[config.mk]
export PLATFORM = sky130hd
export DESIGN_NAME = hdlc_rx_bitproc
export DESIGN_NICKNAME = d
export VERILOG_FILES = /design/src/rtl/hdlc_rx_bitproc.sv
export SDC_FILE = /design/constraint.sdc
export NUM_CORES = 1
export LEC_CHECK = 0
export CORE_MARGIN = 3
export CORE_UTILIZATION = 56
export DETAILED_ROUTE_END_ITERATION = 10
export PLACE_DENSITY_LB_ADDON = 0.05
export SLEW_MARGIN = 10
export SYNTH_ARGS = -nofsm -noshare
export SYNTH_HDL_FRONTEND = slang
export SYNTH_SLANG_ARGS = --single-unit
[constraint.sdc]
create_clock -name Clk -period 2.49 [get_ports Clk]
set_clock_uncertainty 0.2 [all_clocks]
set_input_delay 0.747 -clock Clk [delete_from_list [all_inputs] [get_ports Clk]]
set_output_delay 0.747 -clock Clk [all_outputs]
set_load 0.02 [all_outputs]
[src/rtl/hdlc_rx_bitproc.sv]
`default_nettype none
//==============================================================================
// Module   : hdlc_rx_bitproc
// Purpose  : Bit-level front end of the HDLC receive path. Consumes one serial
//            bit per enabled clock, recognises flags (0111_1110) and aborts
//            (seven consecutive ones), drops stuffed zeros and assembles
//            LSB-first bytes for the downstream Rx byte controller.
//
// Ports    : Clk            in   system clock, all state on rising edge
//            Rst            in   asynchronous active-high reset
//            Rx             in   serial receive bit, sampled when RxEN=1
//            RxEN           in   bit enable, one bit consumed per enabled clock
//            Rx_FlagDetect  out  one-cycle pulse per flag
//            Rx_AbortDetect out  one-cycle pulse on abort outside HUNT
//            Rx_NewByte     out  one-cycle pulse, Rx_Data holds a new byte
//            Rx_Data        out  last assembled byte (bit 0 = first received)
//            Rx_ValidFrame  out  level, high while a frame has data in progress
//            Rx_EoF         out  one-cycle pulse on closing flag of a data frame
//            Rx_FrameError  out  pulse with Rx_EoF when frame is not byte-aligned
//            Rx_Overflow    out  level, frame exceeded MAX_BYTES
//
// Config   : HDLC_RX_ABORT_EN - when defined, seven consecutive ones abort the
//            frame. When undefined, runs of ones are ordinary data and
//            Rx_AbortDetect stays low.
//
// Revision : 1.0 - initial release
//==============================================================================
module hdlc_rx_bitproc #(
    parameter int MAX_BYTES = 128
) (
    input  logic       Clk,
    input  logic       Rst,
    input  logic       Rx,
    input  logic       RxEN,
    output logic       Rx_FlagDetect,
    output logic       Rx_AbortDetect,
    output logic       Rx_NewByte,
    output logic [7:0] Rx_Data,
    output logic       Rx_ValidFrame,
    output logic       Rx_EoF,
    output logic       Rx_FrameError,
    output logic       Rx_Overflow
);

`ifdef HDLC_RX_ABORT_EN
    localparam bit c_ABORT_EN = 1'b1;
`else
    localparam bit c_ABORT_EN = 1'b0;
`endif

    // The delay line is as long as a flag minus its closing zero, so when the
    // closing zero arrives the whole flag prefix is still inside the line and
    // can be thrown away without ever reaching the byte assembler.
    localparam int c_LINE_LEN   = 7;
    localparam int c_BYTE_CNT_W = $clog2(MAX_BYTES + 1);

    typedef enum logic [1:0] {
        S_HUNT = 2'd0,   // searching for a flag, nothing is delivered
        S_FLAG = 2'd1,   // flag seen, no data bit delivered yet
        S_DATA = 2'd2    // at least one data bit of this frame delivered
    } state_t;

    //--------------------------------------------------------------------------
    // Registered state
    //--------------------------------------------------------------------------
    state_t                    r_state;
    logic [2:0]                r_ones;
    logic [c_LINE_LEN-1:0]     r_lineBits;
    logic [c_LINE_LEN-1:0]     r_lineValid;
    logic [6:0]                r_shift;
    logic [2:0]                r_bitCnt;
    logic [c_BYTE_CNT_W-1:0]   r_byteCnt;

    logic                      r_flagDetect;
    logic                      r_abortDetect;
    logic                      r_newByte;
    logic [7:0]                r_data;
    logic                      r_validFrame;
    logic                      r_eof;
    logic                      r_frameError;
    logic                      r_overflow;

    //--------------------------------------------------------------------------
    // Next-state values
    //--------------------------------------------------------------------------
    state_t                    w_stateNext;
    logic [2:0]                w_onesNext;
    logic [c_LINE_LEN-1:0]     w_lineBitsNext;
    logic [c_LINE_LEN-1:0]     w_lineValidNext;
    logic [6:0]                w_shiftNext;
    logic [2:0]                w_bitCntNext;
    logic [c_BYTE_CNT_W-1:0]   w_byteCntNext;

    logic                      w_flagDetectNext;
    logic                      w_abortDetectNext;
    logic                      w_newByteNext;
    logic [7:0]                w_dataNext;
    logic                      w_validFrameNext;
    logic                      w_eofNext;
    logic                      w_frameErrorNext;
    logic                      w_overflowNext;

    // Classification of the sampled bit
    logic                      w_isFlag;
    logic                      w_isAbort;
    logic                      w_insert;
    logic                      w_exitValid;
    logic                      w_exitBit;

    //--------------------------------------------------------------------------
    // Next-state and output logic
    //--------------------------------------------------------------------------
    always_comb begin
        w_stateNext       = r_state;
        w_onesNext        = r_ones;
        w_lineBitsNext    = r_lineBits;
        w_lineValidNext   = r_lineValid;
        w_shiftNext       = r_shift;
        w_bitCntNext      = r_bitCnt;
        w_byteCntNext     = r_byteCnt;

        w_flagDetectNext  = 1'b0;
        w_abortDetectNext = 1'b0;
        w_newByteNext     = 1'b0;
        w_dataNext        = r_data;
        w_validFrameNext  = r_validFrame;
        w_eofNext         = 1'b0;
        w_frameErrorNext  = 1'b0;
        w_overflowNext    = r_overflow;

        w_isFlag          = 1'b0;
        w_isAbort         = 1'b0;
        w_insert          = 1'b0;
        w_exitValid       = 1'b0;
        w_exitBit         = 1'b0;

        if (RxEN) begin
            //------------------------------------------------------------------
            // Classify the sampled bit against the run of preceding ones.
            //------------------------------------------------------------------
            if (Rx) begin
                w_onesNext = (r_ones == 3'd7) ? 3'd7 : r_ones + 3'd1;
                // The seventh one in a row is an abort; a saturated counter
                // (already 7) does not re-trigger on longer runs.
                if (c_ABORT_EN && (r_ones == 3'd6)) begin
                    w_isAbort = 1'b1;
                end else begin
                    w_insert = 1'b1;
                end
            end else begin
                w_onesNext = 3'd0;
                if (r_ones == 3'd6) begin
                    w_isFlag = 1'b1;
                end else if (r_ones != 3'd5) begin
                    // A zero after exactly five ones is a stuffed bit and is
                    // simply dropped; every other zero is data.
                    w_insert = 1'b1;
                end
            end

            //------------------------------------------------------------------
            // Act on the classification.
            //------------------------------------------------------------------
            if (w_isFlag) begin
                w_flagDetectNext = 1'b1;
                w_lineValidNext  = '0;
                w_bitCntNext     = 3'd0;
                w_byteCntNext    = '0;
                w_overflowNext   = 1'b0;
                w_validFrameNext = 1'b0;
                w_stateNext      = S_FLAG;
                // Back-to-back flags in S_FLAG are idle fill, not empty frames.
                if (r_state == S_DATA) begin
                    w_eofNext        = 1'b1;
                    w_frameErrorNext = (r_bitCnt != 3'd0);
                end
            end else if (w_isAbort) begin
                // The line content (including the bit that would have exited
                // now) belongs to the aborted frame and is discarded.
                w_abortDetectNext = (r_state != S_HUNT);
                w_lineValidNext   = '0;
                w_bitCntNext      = 3'd0;
                w_byteCntNext     = '0;
                w_overflowNext    = 1'b0;
                w_validFrameNext  = 1'b0;
                w_stateNext       = S_HUNT;
            end else if (w_insert) begin
                // Oldest entry lives in the top stage of the line.
                w_lineBitsNext  = {r_lineBits[c_LINE_LEN-2:0], Rx};
                w_lineValidNext = {r_lineValid[c_LINE_LEN-2:0], 1'b1};
                w_exitValid     = r_lineValid[c_LINE_LEN-1];
                w_exitBit       = r_lineBits[c_LINE_LEN-1];

                // Bits leaving the line while hunting are never delivered.
                if (w_exitValid && (r_state != S_HUNT)) begin
                    w_stateNext      = S_DATA;
                    w_validFrameNext = 1'b1;
                    w_shiftNext      = {w_exitBit, r_shift[6:1]};
                    w_bitCntNext     = r_bitCnt + 3'd1;

                    if (r_bitCnt == 3'd7) begin
                        // Byte complete: bits arrive LSB first, so the newest
                        // bit lands in the MSB position.
                        if (r_byteCnt < c_BYTE_CNT_W'(MAX_BYTES)) begin
                            w_dataNext    = {w_exitBit, r_shift};
                            w_newByteNext = 1'b1;
                            w_byteCntNext = r_byteCnt + c_BYTE_CNT_W'(1);
                        end else begin
                            w_overflowNext = 1'b1;
                        end
                    end
                end
            end
        end
    end

    //--------------------------------------------------------------------------
    // State register
    //--------------------------------------------------------------------------
    always_ff @(posedge Clk or posedge Rst) begin
        if (Rst) begin
            r_state       <= S_HUNT;
            r_ones        <= 3'd0;
            r_lineBits    <= '0;
            r_lineValid   <= '0;
            r_shift       <= '0;
            r_bitCnt      <= 3'd0;
            r_byteCnt     <= '0;
            r_flagDetect  <= 1'b0;
            r_abortDetect <= 1'b0;
            r_newByte     <= 1'b0;
            r_data        <= 8'h00;
            r_validFrame  <= 1'b0;
            r_eof         <= 1'b0;
            r_frameError  <= 1'b0;
            r_overflow    <= 1'b0;
        end else begin
            r_state       <= w_stateNext;
            r_ones        <= w_onesNext;
            r_lineBits    <= w_lineBitsNext;
            r_lineValid   <= w_lineValidNext;
            r_shift       <= w_shiftNext;
            r_bitCnt      <= w_bitCntNext;
            r_byteCnt     <= w_byteCntNext;
            r_flagDetect  <= w_flagDetectNext;
            r_abortDetect <= w_abortDetectNext;
            r_newByte     <= w_newByteNext;
            r_data        <= w_dataNext;
            r_validFrame  <= w_validFrameNext;
            r_eof         <= w_eofNext;
            r_frameError  <= w_frameErrorNext;
            r_overflow    <= w_overflowNext;
        end
    end

    //--------------------------------------------------------------------------
    // Outputs (all straight from flops)
    //--------------------------------------------------------------------------
    assign Rx_FlagDetect  = r_flagDetect;
    assign Rx_AbortDetect = r_abortDetect;
    assign Rx_NewByte     = r_newByte;
    assign Rx_Data        = r_data;
    assign Rx_ValidFrame  = r_validFrame;
    assign Rx_EoF         = r_eof;
    assign Rx_FrameError  = r_frameError;
    assign Rx_Overflow    = r_overflow;

endmodule
`default_nettype wire

Word-level counts from Yosys, hierarchy flattened
Cells that the tools add are included.
W data, S select, Z words.

storage, ports and cells
  logic and storage cells = 83
  register bits = 51
  bits of input ports = 4

cells by class
  bitwise logic cells = 1
  equality and inequality tests = 6
  magnitude comparators = 1
  add/subtract/negate cells = 3
  muxes and demuxes = 44
  reduce and logical (&&, ||, !) cells = 14

operators by type and width
  operator               number
  $mux W8                5
  $mux W1                29
  $mux W3                5
  $mux W7                2
  $reduce_and A5 Y1      2
  $reduce_bool A2 Y1     5
  $eq A3 B3 Y1 const B   3
  $add A8 B1 Y8 const B  1
  $lt A8 B8 Y1 const B   1
  $add A3 B1 Y3 const B  2
  $mux W2                3
  $reduce_and A3 Y1      2
  $reduce_and A6 Y1      1
  $reduce_and A4 Y1      1
  $ne A3 B3 Y1 const B   1
  $reduce_bool A3 Y1     1
  $eq A2 B2 Y1 const B   1
  $ne A2 B1 Y1 const B   1
  $reduce_and A2 Y1      1
  $logic_and A1 B1 Y1    1
  $not A1 Y1             1

Logic depth before layout (Yosys ltp)
  depth after elaboration = 8
  mapped depth = 8
  gate-level depth less buffers = 6

Worst setup path before layout
OpenSTA, ideal clock, no wires.

  path type = input to register
  from = input Rx
  to = register r_data[0] (netlist: Rx_Data[0])
  path slack = 0.439 ns
  buffers on the path = 2
  data arrival time = 1.726 ns
  stages = 6
  required time = 2.165 ns
  cells stage by stage = nand2b_4 > o21a_2 > buf_6 > nand2_4 > buf_6 > mux2_4

between the ends
  word-level cells in the longest chain between the ends = 4
  elaborated cells between the ends (all ways) = 6
  classes of those cells = 4 x mux; 1 x bitwise; 1 x reduce/logical

ends and longest elaborated chain
  item                                    line  RTL
  start, declared                         33    input logic Rx,
  $mux W1                                 141   if (Rx) begin
  $mux W1                                 137   if (RxEN) begin
  $not A1 Y1 (no source line)             --
  $reduce_and A6 Y1 (no source line) (*)  --
  end signal, assigned                    248   r_data <= w_dataNext;
  end, declared                           77    logic [7:0] r_data;

Mark *: on every way between the ends. The rest lies on a longest branch, timed or not. The select of a mux whose other input is x is not followed.
A chain may end at the register's enable or synchronous reset.

==> run_results.csv <==
group,metric,value,unit
outcome,status,"complete, no violations",
grt,antenna_found_initial,0,
clocking,cts_hold_buffers,0,
synthesis,synth-seq-area-share,57.11,%
timing,drv_slew,0,
synthesis,syn-num-nets,207,
die,die_y,68.55,um
grt,grt_max_degree,32,
worst_setup_path,slowest_delay,0.61,ns
grt,grtUsageTotal,18.30,%
drt,drt-pass1-iter-count,4,
clocking,cts_root_buf,"clkbuf_8",
die,fp.dieW,68.55,um
power_and_ir_drop,leakagePower,1.274,nW
worst_setup_path,cp.arrival,1.29,ns
worst_setup_path,worstPathCellList,"clkdlybuf4s50_1",
clocking,h-tree-depth,2,
power_and_ir_drop,p_sw_share,26.85,%
cells_and_area,fillers,285,
drt,final_antenna_net_count,0,
power_and_ir_drop,clkPwrFrac,25.0,%
power_and_ir_drop,powerDensity,667.1,nW/um2
worst_setup_path,critPathMaxFanout,4,
worst_setup_path,crit_required,1.54,ns
synthesis,syn_avg_cell_area,11.18,um2
timing,fin_crit_sh,89.71,%
timing,setup-violations-final,0,
drt,drc_errors,0,
die,rows,22,
clocking,clk_latency,0.29,ns
timing,rsz0062_at_grt,"no",
cells_and_area,drive_gt1_share,16.22,%
cells_and_area,multi_input_area,827.0,um2
grt,overflow,0,
timing,tns,0,ns
clocking,clock-sinks,50,
placement,io_buffers,17,
cells_and_area,fin_nets,233,
power_and_ir_drop,finalPower,0.001693,W
grt,grt_pass1_wl,6368,um
clocking,post_cts_resized,0,
grt,grt_pass1_vias,1466,
worst_setup_path,worst-path-buf-inv,1,
worst_setup_path,crit_slowest_cell,"clkdlybuf4s50_1",
placement,place_congestion,0.8142,
cells_and_area,syn_to_final_growth,15.82,%
power_and_ir_drop,peakVddDrop,0.4083,mV
cells_and_area,mostFrequentLayoutCell,"dfrtp_1",
clocking,clkTransAtPathRegs,0.08,ns
clocking,cts_buffers,5,
job,drv_cap,0,
placement,dpl.hpwl,2629,um
synthesis,synth_edf_count,0,
cells_and_area,diodes,0,
timing,fin_crit,2.234,ns
synthesis,async_flop_share,100.0,%
synthesis,ys_seq_elements,50,
timing,hold_violations,0,
worst_setup_path,crit_path_end_kind,"primary output",
drt,drt_iter0_drc,115,
power_and_ir_drop,p_seq_share,58.6,%
synthesis,ys_warn_count,0,
die,dieArea,4698,um2
die,coreArea,3716,um2
cells_and_area,layout_common_cells,"dfrtp_1, nand2_1, clkdlybuf4s50_1",
worst_setup_path,crit_family,"buffers and inverters",
synthesis,synth_area,2191,um2
drt,wl,3593,um
power_and_ir_drop,p_comb_share,16.4,%
die,start_util,58.96,%
worst_setup_path,crit_type,"reg -> out",
synthesis,synth_cell_type_count,34,
timing,max_freq,447.7,MHz
drt,viasPerCell,5.378,
clocking,postCtsSetupRepairBufs,0,
clocking,cts_max_path_buffers,2,
synthesis,synthCells,196,
clocking,cts_tree,"done",
drt,via_count,1452,
die,ios,19,
worst_hold_path,min_path_type,"reg -> reg",
synthesis,synth_ff_type,"dfrtp_1",
drt,routedWlPerCell,13.31,um
power_and_ir_drop,switching_power,0.0004544,W
cells_and_area,seq_area,1251,um2
worst_setup_path,startpoint_type,"register",
power_and_ir_drop,power.internal,0.001238,W
==> cells by family (layout without fill, tap and decap cells) <==
family,after synthesis,after routing,synth area share (%)
AOI/OAI and AO/OA,36,36,10.85
adders and majority gates,7,7,3.998
buffers and inverters,22,48,5.140
DFF,50,50,57.11
muxes,15,15,8.395
other,1,1,0.1712
and+or+nand+nor,65,65,14.34
==> flip-flops by register name, indices dropped and copies added (netlist names) <==
register,flops
Rx_Overflow,1
Rx_FlagDetect,1
Rx_NewByte,1
r_state,2
r_lineValid,7
r_byteCnt,8
r_lineBits,7
r_bitCnt,3
r_shift,7
Rx_Data,8
r_ones,3
Rx_FrameError,1
Rx_EoF,1
==> cell usage after synthesis (all sizes together), types with 2 or more instances <==
library cell,count,area share (%)
a21oi,4,0.91
a22o,7,2.8
buf,8,2.7
dfrtp,50,57
ha,7,4.0
inv,14,2.4
mux2,15,8.4
nand2,35,6.5
nand2b,2,0.91
nand3,14,3.2
nand4b,2,0.80
nor2,5,0.86
nor3,2,0.46
o211ai,2,0.91
o21a,3,1.1
o21ai,16,3.7
o221ai,2,0.80
==> metrics by stage <==
step | utilization (%) | instance area, um2 | hold slack, ns | std cells | worst slack (ns)
floorplan | - | 2191 | 0.2386 | 196 | 0.3418
global placement | 66.23 | 2461 | 0.2481 | 263 | 0.07294
detailed placement | 66.23 | 2461 | 0.2522 | 263 | 0.04838
CTS | 68.28 | 2537 | 0.2739 | 270 | 0.2336
global route | 68.28 | 2537 | 0.2811 | 270 | 0.1922
finish | 68.28 | 2537 | 0.2749 | 270 | 0.2562
==> metal layers <==
| layer | global-route usage [%] | wire [um] |
|---|---|---|
| met5 | 0 | 0 |
| met4 | 7.196 | 56 |
| met3 | 3.404 | 142 |
| met2 | 31.11 | 1722 |
| met1 | 22.95 | 1671 |
==> final timing paths <==
check                      slack, ns              to     startpoint  depth (start not counted)
max                             0.26   Rx_ValidFrame     r_state[1]                          1
min                             0.27   r_lineBits[2]  r_lineBits[1]                          2
max reg2reg                     0.39    r_byteCnt[7]    r_bitCnt[0]                          7
min reg2reg                     0.27   r_lineBits[2]  r_lineBits[1]                          2
max in group asynchronous       1.02  r_lineValid[5]            Rst                          3
min in group asynchronous       0.57      Rx_Data[4]            Rst                          2
==> final cells by class <==
class	count	area share, %
Inverter	14	2.071
Timing Repair Buffer	27	10.65
Multi-Input combinational cell	124	32.59
Clock buffer	7	3.008
Tap cell	48	2.367
Sequential cell	50	49.31
==> power by group through the flow <==
stage	Clock, W	Sequential, W	Combinational (W)
CTS	0.000443	0.000992	0.000284
finish	0.000423	0.000992	0.000278
global route	0.000480	0.00101	0.000325
global placement	0	0.00100	0.000272
floorplan	0	0.000997	0.000198
detailed placement	0	0.00101	0.000281
Note: power is estimated with default switching activity, not from simulation.
==> edit: new RTL, same settings <==
Set the parameter `MAX_BYTES` to 64 (it was 128).
--- a/src/rtl/hdlc_rx_bitproc.sv
+++ b/src/rtl/hdlc_rx_bitproc.sv
@@ -27,5 +27,5 @@
 //==============================================================================
 module hdlc_rx_bitproc #(
-    parameter int MAX_BYTES = 128
+    parameter int MAX_BYTES = 64
 ) (
     input  logic       Clk,
Function: no difference found for any inputs over 10 cycles, from zero or initial values and one cycle with Rst high; that may be too few to reach the edited logic, so the function may still have changed.
==> edit against the unedited design <==
  * Combinational power fell by 2%
  * Core utilization rose by 4.0 points
  * Area after synthesis fell by 4.0%
  * Setup slack got worse by 0.10 ns
  * Routed wire length fell by 4.5%
  * Sequential cell count fell by 1
  * Total power fell by 0.59%
  * Cell area fell by 1.2%
  * Critical path type is now input pin to flip-flop
  * Largest power group unchanged
==> edit: results (changes against the unedited design) <==
outcome complete, no violations (unchanged); drt wl/cell 13.7 µm (was 13.3 µm); top cells by count, synth 49 x dfrtp_1, 28 x nand2_1, 12 x a22o_1, 12 x inv_1 (was 50 x dfrtp_1, 33 x nand2_1, 14 x inv_1, 14 x nand3_1, 14 x o21ai_0); number of global-route vias before repair 1299 (was 1466); Data arrival, critical path 2.32 ns (was 1.29 ns); Lkg Pwr 0.00126 µW (was 0.00127 µW); GRT Total Usage 0.173 (was 0.183); post-synthesis sequential area ratio 0.583 (was 0.571); post-synthesis cell type count 34 (unchanged); Peak VDD IR 0.544 mV (was 0.408 mV); DPL Wire Length 2530 µm (was 2630 µm); Synth Instances 171 (was 196); antenna violations before repair 0 (unchanged); pre-CTS WS -0.174 ns (was 0.0484 ns); nets@finish 215 (was 233); placed cells 243 (was 263); initial DRC count 70 (was 115); drt via density 5.21 (was 5.38); syn nets 182 (was 207); share of post-route cells with drive strength above 1 0.229 (was 0.162); post-cts sizing count 0 (unchanged); largest net degree at the start of global routing 31 (was 32); Async S/R FF share, synth 1.00 (unchanged); fin cells 251 (was 270); first-pass GRT wire length 5800 µm (was 6370 µm)
==> edit: logic make-up after synthesis <==
kind of cell / count (synthesis) / share of synthesized area
adder cells (fa/ha/maj): 7 / 0.0416
flip-flops: 49 / 0.583
buffers and inverters: 19 / 0.0428
AND/OR/NAND/NOR: 45 / 0.102
multiplexers: 16 / 0.0999
AO/OA/AOI/OAI: 30 / 0.112
XOR/XNOR: 4 / 0.0167
other: 1 / 0.00178
==> edit: through the flow <==
| step | instance area [µm²] | hold slack (ns) | TNS (ns) |
|---|---|---|---|
| floorplan | 2100 | 0.239 | 0 |
| global placement | 2420 | 0.247 | -1.23 |
| detailed placement | 2420 | 0.255 | -2.40 |
| CTS | 2510 | 0.274 | 0 |
| global route | 2510 | 0.305 | 0 |
| finish | 2510 | 0.274 | 0 |
==> edit: path summary, 6_finish.rpt <==
check	startpoint	end	slack, ns	depth (start not counted)
max	Rx	r_shift[3]$_DFFE_PP0P_	0.16	6
min	r_lineBits[1]$_DFFE_PP0P_	r_lineBits[2]$_DFFE_PP0P_	0.27	2
max reg2reg	r_ones[0]$_DFFE_PP0P_	Rx_Data[0]$_DFFE_PP0P_	0.34	7
min reg2reg	r_lineBits[1]$_DFFE_PP0P_	r_lineBits[2]$_DFFE_PP0P_	0.27	2
max in group asynchronous	Rst	r_lineValid[6]$_DFFE_PP0P_	1.04	3
min in group asynchronous	Rst	r_byteCnt[4]$_DFFE_PP0P_	0.56	2
==> edit: routing by layer <==
| layer | up-vias | global-route usage | wire length [µm] |
|---|---|---|---|
| li1 | 644 | - | - |
| met2 | 29 | 0.287 | 1640 |
| met4 | 0 | 0.0608 | 57 |
| met5 | - | 0 | 0 |
| met3 | 8 | 0.0399 | 128 |
| met1 | 627 | 0.223 | 1610 |
==> edit: final cells by class <==
type	instances	area, µm²	area share
clock buffers	5	68.8	0.0275
clock inverters	3	17.5	0.00699
inverters	13	53.8	0.0215
multi-input cells	103	787	0.314
flip-flops and latches	49	1230	0.489
well taps	46	57.6	0.0230
repair buffers	32	295	0.118
==> edit: where the power goes <==
group	internal, µW	switching [µW]	total (µW)	leakage (µW)
registers	891	74.1	965	0.000644
clock network	194	251	445	0.0000439
logic	135	137	273	0.000573
total	1220	463	1680	0.00126
==> edit: worst max-delay path: stages <==
cell	delay, ns
clkdlybuf4s50_1	0.42
nand2b_4	0.16
buf_4	0.15
o211ai_1	0.28
buf_4	0.22
mux2_2	0.34
